$ cat src/rtl/dzcpu_useq_pkg.sv
// ----------------------------------------------------------------------------
// dzcpu_useq_pkg : shared micro-op field layout, op codes and sequencer states
// Rev 1.0
// ----------------------------------------------------------------------------
`default_nettype none

package dzcpu_useq_pkg;

  // Flow nibble bit positions (within the 4-bit flow field)
  localparam int FLOW_INC = 3;
  localparam int FLOW_EOF = 2;

  localparam logic [1:0] COND_NONE = 2'b00;
  localparam logic [1:0] COND_FU   = 2'b01;
  localparam logic [1:0] COND_Z    = 2'b10;
  localparam logic [1:0] COND_NZ   = 2'b11;

  localparam logic [3:0] OP_NOP   = 4'h0;
  localparam logic [3:0] OP_SMA   = 4'h1;
  localparam logic [3:0] OP_SMW   = 4'h2;
  localparam logic [3:0] OP_SRM   = 4'h3;
  localparam logic [3:0] OP_INC16 = 4'h4;
  localparam logic [3:0] OP_DEC16 = 4'h5;
  localparam logic [3:0] OP_JCB   = 4'hF;

  typedef enum logic [1:0] {
    ST_FETCH  = 2'd0,
    ST_LOOKUP = 2'd1,
    ST_EXEC   = 2'd2,
    ST_CBWAIT = 2'd3
  } useq_state_e;

  function automatic logic eff_eof(input logic eof, input logic [1:0] cond,
                                   input logic flag_z);
    logic cond_ok;
    cond_ok = (cond == COND_NONE) || (cond == COND_FU) ||
              ((cond == COND_Z) && flag_z) || ((cond == COND_NZ) && !flag_z);
    return eof && cond_ok;
  endfunction

endpackage

`default_nettype wire

$ cat src/rtl/dzcpu_uop_decode.sv
// ----------------------------------------------------------------------------
// dzcpu_uop_decode : combinational micro-op field split and effective-eof
// Rev 1.0
// ----------------------------------------------------------------------------
`default_nettype none

module dzcpu_uop_decode
  import dzcpu_useq_pkg::*;
#(
  parameter int UOP_W = 13
) (
  input  logic [UOP_W-1:0] i_uop,
  input  logic             i_flag_z,
  output logic             o_inc,
  output logic             o_eof_eff,
  output logic             o_flag_upd,
  output logic             o_is_jcb,
  output logic [3:0]       o_op,
  output logic [4:0]       o_operand
);

  logic [3:0] w_flow;
  logic [1:0] w_cond;

  assign w_flow     = i_uop[UOP_W-1 -: 4];
  assign w_cond     = w_flow[1:0];
  assign o_op       = i_uop[8:5];
  assign o_operand  = i_uop[4:0];
  assign o_inc      = w_flow[FLOW_INC];
  assign o_flag_upd = (w_cond == COND_FU);
  assign o_is_jcb   = (o_op == OP_JCB);
  assign o_eof_eff  = eff_eof(w_flow[FLOW_EOF], w_cond, i_flag_z);

endmodule

`default_nettype wire

$ cat src/rtl/dzcpu_useq.sv
// ----------------------------------------------------------------------------
// dzcpu_useq : opcode -> micro-flow sequencer, steps micro-PC and issues strobes
// Rev 1.0
// ----------------------------------------------------------------------------
`default_nettype none

module dzcpu_useq
  import dzcpu_useq_pkg::*;
#(
  parameter int UPC_W = 8,
  parameter int UOP_W = 13
) (
  input  logic             iClock,
  input  logic             iReset,
  input  logic [7:0]       iMemData,
  input  logic             iMemValid,
  input  logic             iStall,
  input  logic             iFlagZ,
  output logic [7:0]       oLutMop,
  input  logic [UPC_W-1:0] iLutIdx,
  input  logic [UPC_W-1:0] iCbLutIdx,
  output logic [UPC_W-1:0] oRomAddr,
  input  logic [UOP_W-1:0] iRomUop,
  output logic             oUopValid,
  output logic [3:0]       oOp,
  output logic [4:0]       oOperand,
  output logic             oPcInc,
  output logic             oFlagUpdate,
  output logic             oMopDone,
  output logic             oUpcOvf
);

  useq_state_e      state_q, state_d;
  logic [7:0]       ir_q, ir_d;
  logic [UPC_W-1:0] upc_q, upc_d;
  logic             cb_sel_q, cb_sel_d;
  logic             ovf_q, ovf_d;

  logic [UPC_W-1:0] w_upc;
  logic             w_valid, w_step;
  logic             w_inc, w_eof_eff, w_flag_upd, w_is_jcb;
  logic [3:0]       w_op;
  logic [4:0]       w_operand;

  // The first CB micro-op is addressed straight from the CB table (indexed by
  // the latched IR) so it issues one cycle after the CB byte arrives.
  assign w_upc    = cb_sel_q ? iCbLutIdx : upc_q;
  assign oRomAddr = w_upc;
  assign oLutMop  = ir_q;

  dzcpu_uop_decode #(
    .UOP_W (UOP_W)
  ) u_decode (
    .i_uop      (iRomUop),
    .i_flag_z   (iFlagZ),
    .o_inc      (w_inc),
    .o_eof_eff  (w_eof_eff),
    .o_flag_upd (w_flag_upd),
    .o_is_jcb   (w_is_jcb),
    .o_op       (w_op),
    .o_operand  (w_operand)
  );

  assign w_valid     = (state_q == ST_EXEC);
  assign w_step      = w_valid && !iStall;
  assign oUopValid   = w_valid;
  assign oOp         = w_valid ? w_op : OP_NOP;
  assign oOperand    = w_valid ? w_operand : 5'd0;
  assign oPcInc      = w_inc && w_valid;
  assign oFlagUpdate = w_flag_upd && w_valid;
  assign oMopDone    = w_step && !w_is_jcb && w_eof_eff;
  assign oUpcOvf     = ovf_q;

  always_comb begin
    state_d  = state_q;
    ir_d     = ir_q;
    upc_d    = upc_q;
    cb_sel_d = cb_sel_q;
    ovf_d    = ovf_q;
    case (state_q)
      ST_FETCH: begin
        if (iMemValid) begin
          ir_d    = iMemData;
          state_d = ST_LOOKUP;
        end
      end
      ST_LOOKUP: begin
        upc_d   = iLutIdx;
        state_d = ST_EXEC;
      end
      ST_EXEC: begin
        if (!iStall) begin
          cb_sel_d = 1'b0;
          upc_d    = w_upc;
          if (w_is_jcb) begin
            state_d = ST_CBWAIT;
          end else if (w_eof_eff) begin
            state_d = ST_FETCH;
          end else if (w_upc == {UPC_W{1'b1}}) begin
            // Running off the end of the ROM aborts the flow silently.
            ovf_d   = 1'b1;
            upc_d   = '0;
            state_d = ST_FETCH;
          end else begin
            upc_d = w_upc + 1'b1;
          end
        end
      end
      ST_CBWAIT: begin
        if (iMemValid) begin
          ir_d     = iMemData;
          cb_sel_d = 1'b1;
          state_d  = ST_EXEC;
        end
      end
      default: state_d = ST_FETCH;
    endcase
  end

  always_ff @(posedge iClock) begin
    if (!iReset) begin
      state_q  <= ST_FETCH;
      ir_q     <= '0;
      upc_q    <= '0;
      cb_sel_q <= 1'b0;
      ovf_q    <= 1'b0;
    end else begin
      state_q  <= state_d;
      ir_q     <= ir_d;
      upc_q    <= upc_d;
      cb_sel_q <= cb_sel_d;
      ovf_q    <= ovf_d;
    end
  end

endmodule

`default_nettype wire

$ cat config.mk
export PLATFORM = sky130hd
export DESIGN_NAME = dzcpu_useq
export DESIGN_NICKNAME = d
export VERILOG_FILES = /design/src/rtl/dzcpu_useq_pkg.sv /design/src/rtl/dzcpu_uop_decode.sv /design/src/rtl/dzcpu_useq.sv
export SDC_FILE = /design/constraint.sdc
export NUM_CORES = 1
export LEC_CHECK = 0
export ABC_AREA = 0
export CAP_MARGIN = 20
export CORE_AREA = 10 10 66 57
export DETAILED_ROUTE_END_ITERATION = 10
export DIE_AREA = 0 0 76 67
export DONT_BUFFER_PORTS = 1
export GPL_TIMING_DRIVEN = 1
export HOLD_SLACK_MARGIN = 0.15
export PLACE_DENSITY = 0.72
export SLEW_MARGIN = 5
export SYNTH_ARGS = -nofsm -noshare
export SYNTH_HDL_FRONTEND = slang
export SYNTH_SLANG_ARGS = --single-unit
$ cat constraint.sdc
create_clock -name iClock -period 2.8 [get_ports iClock]
set_input_delay 0.28 -clock iClock [delete_from_list [all_inputs] [get_ports iClock]]
set_output_delay 0.28 -clock iClock [all_outputs]
set_load 0.02 [all_outputs]
* Word-level counts from Yosys, hierarchy flattened
Cells that the tools add are included.
W data, S select, Z words.
** Cells by class
- Add/sub/neg operators :: 1
- Multipliers :: 0
- Div/mod/pow operators :: 0
- $lt $le $gt $ge :: 0
- Eq/ne operators :: 12
- Shift operators :: 0
- Muxes and demuxes :: 18
- Bitwise logic cells :: 3
- Reductions and logical operators :: 24
** Operators by type and width (number)
- $mux W8 :: 5
- $pmux W8 S2 :: 1
- $mux W2 :: 6
- $add A8 B1 Y8 const B :: 1
- $eq A2 B2 Y1 const B :: 4
- $eq A8 B8 Y1 const B :: 1
- $logic_and A1 B1 Y1 :: 8
- $pmux W2 S4 :: 1
- $ne A2 B2 Y1 const B :: 3
- $mux W5 :: 1
- $reduce_and A5 Y1 :: 1
- $eq A2 B1 Y1 const B :: 2
- $eq A4 B4 Y1 const B :: 1
- $logic_not A2 Y1 :: 2
- $mux W4 :: 1
- $ne A4 B1 Y1 const B :: 1
- $reduce_and A2 Y1 :: 2
- $reduce_and A4 Y1 :: 1
- $reduce_bool A2 Y1 :: 2
- $logic_not A1 Y1 :: 3
- $logic_or A1 B1 Y1 :: 3
- $not A1 Y1 :: 3
- $reduce_and A3 Y1 :: 1
- $mux W1 :: 2
- 2 further kinds :: 2
** Storage, ports and cells
- Register bits :: 20
- Latch bits :: 0
- RAM bits :: 0
- ROM bits :: 0
- Input bits :: 42
- Output and inout bits :: 30
- Logic and storage cells :: 63
- Memories :: 0

* Logic depth before layout (Yosys ltp)
- Depth in word-level cells :: 9
- Gate-level depth with buffers :: 8
- Depth with buffers taken out :: 7

* Cells and area by module
From an unflattened synthesis, not the netlist that was laid out.
** Unflattened totals
- Cell total of the unflattened synthesis :: 173
- Area, all modules :: 1521.5 µm²
** Modules (own cells, without submodules)
- dzcpu_useq :: instances 1, cells an instance 159, area an instance 1415.1 µm², seq. area each 400.4 µm²
- dzcpu_uop_decode :: instances 1, cells an instance 14, area an instance 106.4 µm², seq. area each 0.0 µm²

* Least setup slack after synthesis
Ideal clock, no wire load.
- Path type :: register to register
- Start point :: register cb_sel_q
- End point :: register state_q[0]
- Data arrival time :: 2.123 ns
- Slack :: 0.555 ns
- Cell stages (with the launch flop) :: 9
- Path through :: dfxtp_1 buf_2 buf_2 mux2_2 ha_1 a21boi_0 a311oi_1 o21ai_0 o311a_1
** Between the ends
- Longest elaborated chain between the ends :: 4
** RTL lines
- from (decl) :: RTL line dzcpu_useq.sv:36 : logic cb_sel_q, cb_sel_d;
- from (signal assigned) :: RTL line dzcpu_useq.sv:131 : cb_sel_q <= cb_sel_d;
- $mux W8 :: RTL line dzcpu_useq.sv:47 : assign w_upc = cb_sel_q ? iCbLutIdx : upc_q;
- net oRomAddr[0] :: RTL line dzcpu_useq.sv:22 : output logic [UPC_W-1:0] oRomAddr,
- $eq A8 B8 Y1 :: RTL line dzcpu_useq.sv:99 : end else if (w_upc == {UPC_W{1'b1}}) begin
- $ne A4 B1 Y1 (no source line)
- $reduce_and A4 Y1 (no source line)
- to (signal assigned) :: RTL line dzcpu_useq.sv:128 : state_q <= state_d;
- to (decl) :: RTL line dzcpu_useq.sv:33 : useq_state_e state_q, state_d;
The timed path passes the listed nets, and every way through them passes these cells.
A chain may end at the register's enable or synchronous reset.

* Worst setup path in the final report
Same ends and word-level chain as after synthesis.

==> run summary <==
register bit count reported by yosys: 20
Post-synth top flop: dfxtp_1
chip height: 67 um
minimum hold slack: 0.174 ns
Area after DPL: 1440 um2
WL final: 4370 um
EDFF count, synth: 0
Clock Tree Buf Depth: 2
gr usage total: 16.2%
Sw Pwr: 0.318 mW
Worst-Skew Late Latency: 0.30 ns
async set or reset register ratio after synthesis: 0%
setup violators final: 0
Slew Limit Fails: 0
layout cell share with drive strength beyond 1: 9.71%
CTS Sinks: 20
drt initial violations: 144
TNS Setup: 0 ns
first-pass iteration count of the detailed router: 4
Net Count, Synth: 215
global-route wire length before repair: 6820 um
min setup slack post-route: 0.567 ns
worst slack, placed: 0.602 ns
WS Path Type: flip-flop to flip-flop
core footprint: 2420 um2
Resize count post-CTS: 0
initial antenna violation count: 0
hold path depth: 2
CTS tree: built
power per cell area: 540 nW/um2
Die X: 76 um
Post-Synthesis Cells: 168
top area cells in the synthesized netlist: dfxtp_1 (29%), mux2i_1 (5.7%), mux2_2 (5.6%)
Post-Layout Cell Count: 211
status: complete, no violations
area leader, netlist: dfxtp_1
worst rel slew slack: 42.5%
Synth cell types: 47
Achievable Freq: 448 MHz
most common cell in the synthesized netlist: dfxtp_1
Worst-Margin Slew: 0.861 ns
die area: 5090 um2
gpl congestion: 0.939
Comb power frac: 35.6%
Net Sw Frac: 37.9%
Seq pwr share: 44.0%
fin crit share: 79.8%
hold crit path type: input port to flip-flop
yosys warns: 0
Clock Power Share: 20.3%
max cap viols: 0
Setup crit start kind: flip-flop
CP Max Fanout: 4
vias in the first global route: 1,298
gr ovfl total: 0
diode count: 0
detailed placement HPWL: 3390 um
synthesized area: 1400 um2
Residual DRC: 0
Root Buffer: clkbuf_4
WP data required: 3.01 ns
# nets final: 223
CTS clock-pin slew for the worst setup and hold paths: 0.11 ns
Cell Int Power: 0.520 mW
commonest cells in the synthesized netlist: dfxtp_1 (20), and2_1 (12), nand2_1 (12), nor2b_1 (12), o21ai_0 (11)
Post-CTS Hold Buffers: 7
Num CTS Buffers: 3
top-level I/O count: 72
cells along the critical path: mux2_2 > ha_1 > a21boi_0 > a311oi_1 > o21ai_0 > o311a_1
vias per std cell: 6.51
design area: 1550 um2
port bufs: 0
Layout fillers: 212
mean post-synth cell area: 8.36 um2
R2R cell count: 6
Synth top area share: 28.5%
Initial Utilization: 58.0%
Rows: 16
drt wl/cell: 20.7 um
Hold Fails Final Rpt: 0
RSZ-0062 raised after global routing: no
DR vias: 1,373
Min Clock Period, post-route: 2.23 ns
CTS H-tree depth: 1
VDD IR max: 0.388 mV
Post-DRT Antenna Nets: 0
WP data arrival: 2.44 ns
Finished Core Util: 64.0%
Critical-path top delay cell: a311oi_1
largest net degree at the start of global routing: 24
Setup crit end kind: flip-flop
placed insts: 199
Clock Skews: 0.00223 ns
Syn-to-layout area delta: 10.5%
sequential fraction of the synthesis area: 28.5%
postcts setup bufs: 0
cell leakage power: 0.575 nW
CP peak stage delay: 0.59 ns
Final Power: 0.838 mW
-- final cells by class --
class                      count  area (um2)  share of cell area (%)
sequential                    20         400                    25.8
inverter                       6        22.5                    1.45
clock buffer                   4        36.3                    2.34
tap                           36        45.0                    2.90
multi-input combinational    135         952                    61.4
timing repair buffer          10        95.1                    6.13
-- layer usage --
| metal | track usage (%) | part of all wire [%] | vias to the layer above |
|---|---|---|---|
| met5 | 0 | 0 | - |
| met4 | 4.48 | 1.0 | 0 |
| met3 | 8.04 | 13 | 4 |
| met2 | 28.0 | 49 | 77 |
| met1 | 17.3 | 38 | 657 |
| li1 | - | - | 635 |
-- critical path: cells and delay by family, from the launching register on --
family,cells,cell delay [ns]
DFF,1,0.40
muxes,1,0.44
adders and majority gates,1,0.24
AOI/OAI and AO/OA,4,1.05
-- flip-flops by register name (all words and copies together) (netlist names) --
register / count
upc_q: 8
cb_sel_q: 1
oLutMop: 8
state_q: 2
oUpcOvf: 1
-- final timing paths --
| check | from | to | slack [ns] |
|---|---|---|---|
| worst max-delay path | cb_sel_q$_SDFFE_PN0P_ | state_q[0]$_SDFFE_PN0P_ | 0.57 |
| worst min-delay path | iMemData[4] | oLutMop[4]$_SDFFE_PN0P_ | 0.17 |
| worst max register to register | cb_sel_q$_SDFFE_PN0P_ | state_q[0]$_SDFFE_PN0P_ | 0.57 |
| worst min register to register | state_q[1]$_SDFFE_PN0P_ | state_q[1]$_SDFFE_PN0P_ | 0.57 |
-- power groups by stage --
stage	clock [mW]	combinational (mW)	sequential [mW]
after floorplan	0	0.240	0.366
after global placement	0	0.276	0.374
after detailed placement	0	0.284	0.376
after CTS	0.178	0.297	0.369
after global routing	0.189	0.328	0.375
final	0.170	0.298	0.369
-- cell families after synthesis --
kind of cell    Yosys count  synth area share (%)
simple gates             63                  26.4
compound gates           48                  23.2
buf+inv                  13                  3.65
fa+ha+maj                 5                  4.46
xor+xnor                  4                  2.50
flops                    20                  28.5
mux                      15                  11.3
-- cells in the final DEF (no fill, tap or decap), types with 2 or more instances in the layout --
cell type,netlist,routed
mux2i_1,8,8
xor2_1,3,3
nor3_1,2,2
o221ai_1,4,4
o22ai_1,2,2
nor2b_1,12,12
a211o_1,2,2
nand3_1,6,6
a211oi_1,2,2
o21a_1,2,2
o21ai_0,11,11
a31oi_1,3,3
inv_1,6,6
mux2_2,7,7
dfxtp_1,20,20
nand2_1,12,12
o211ai_1,3,3
nor3b_1,2,2
ha_1,5,5
a21oi_1,8,8
clkbuf_4,0,3
buf_4,0,2
and2_1,12,12
a22o_1,2,2
dlygate4sd3_1,0,8
nor2_1,5,5
Power figures use the tool's default switching activity.
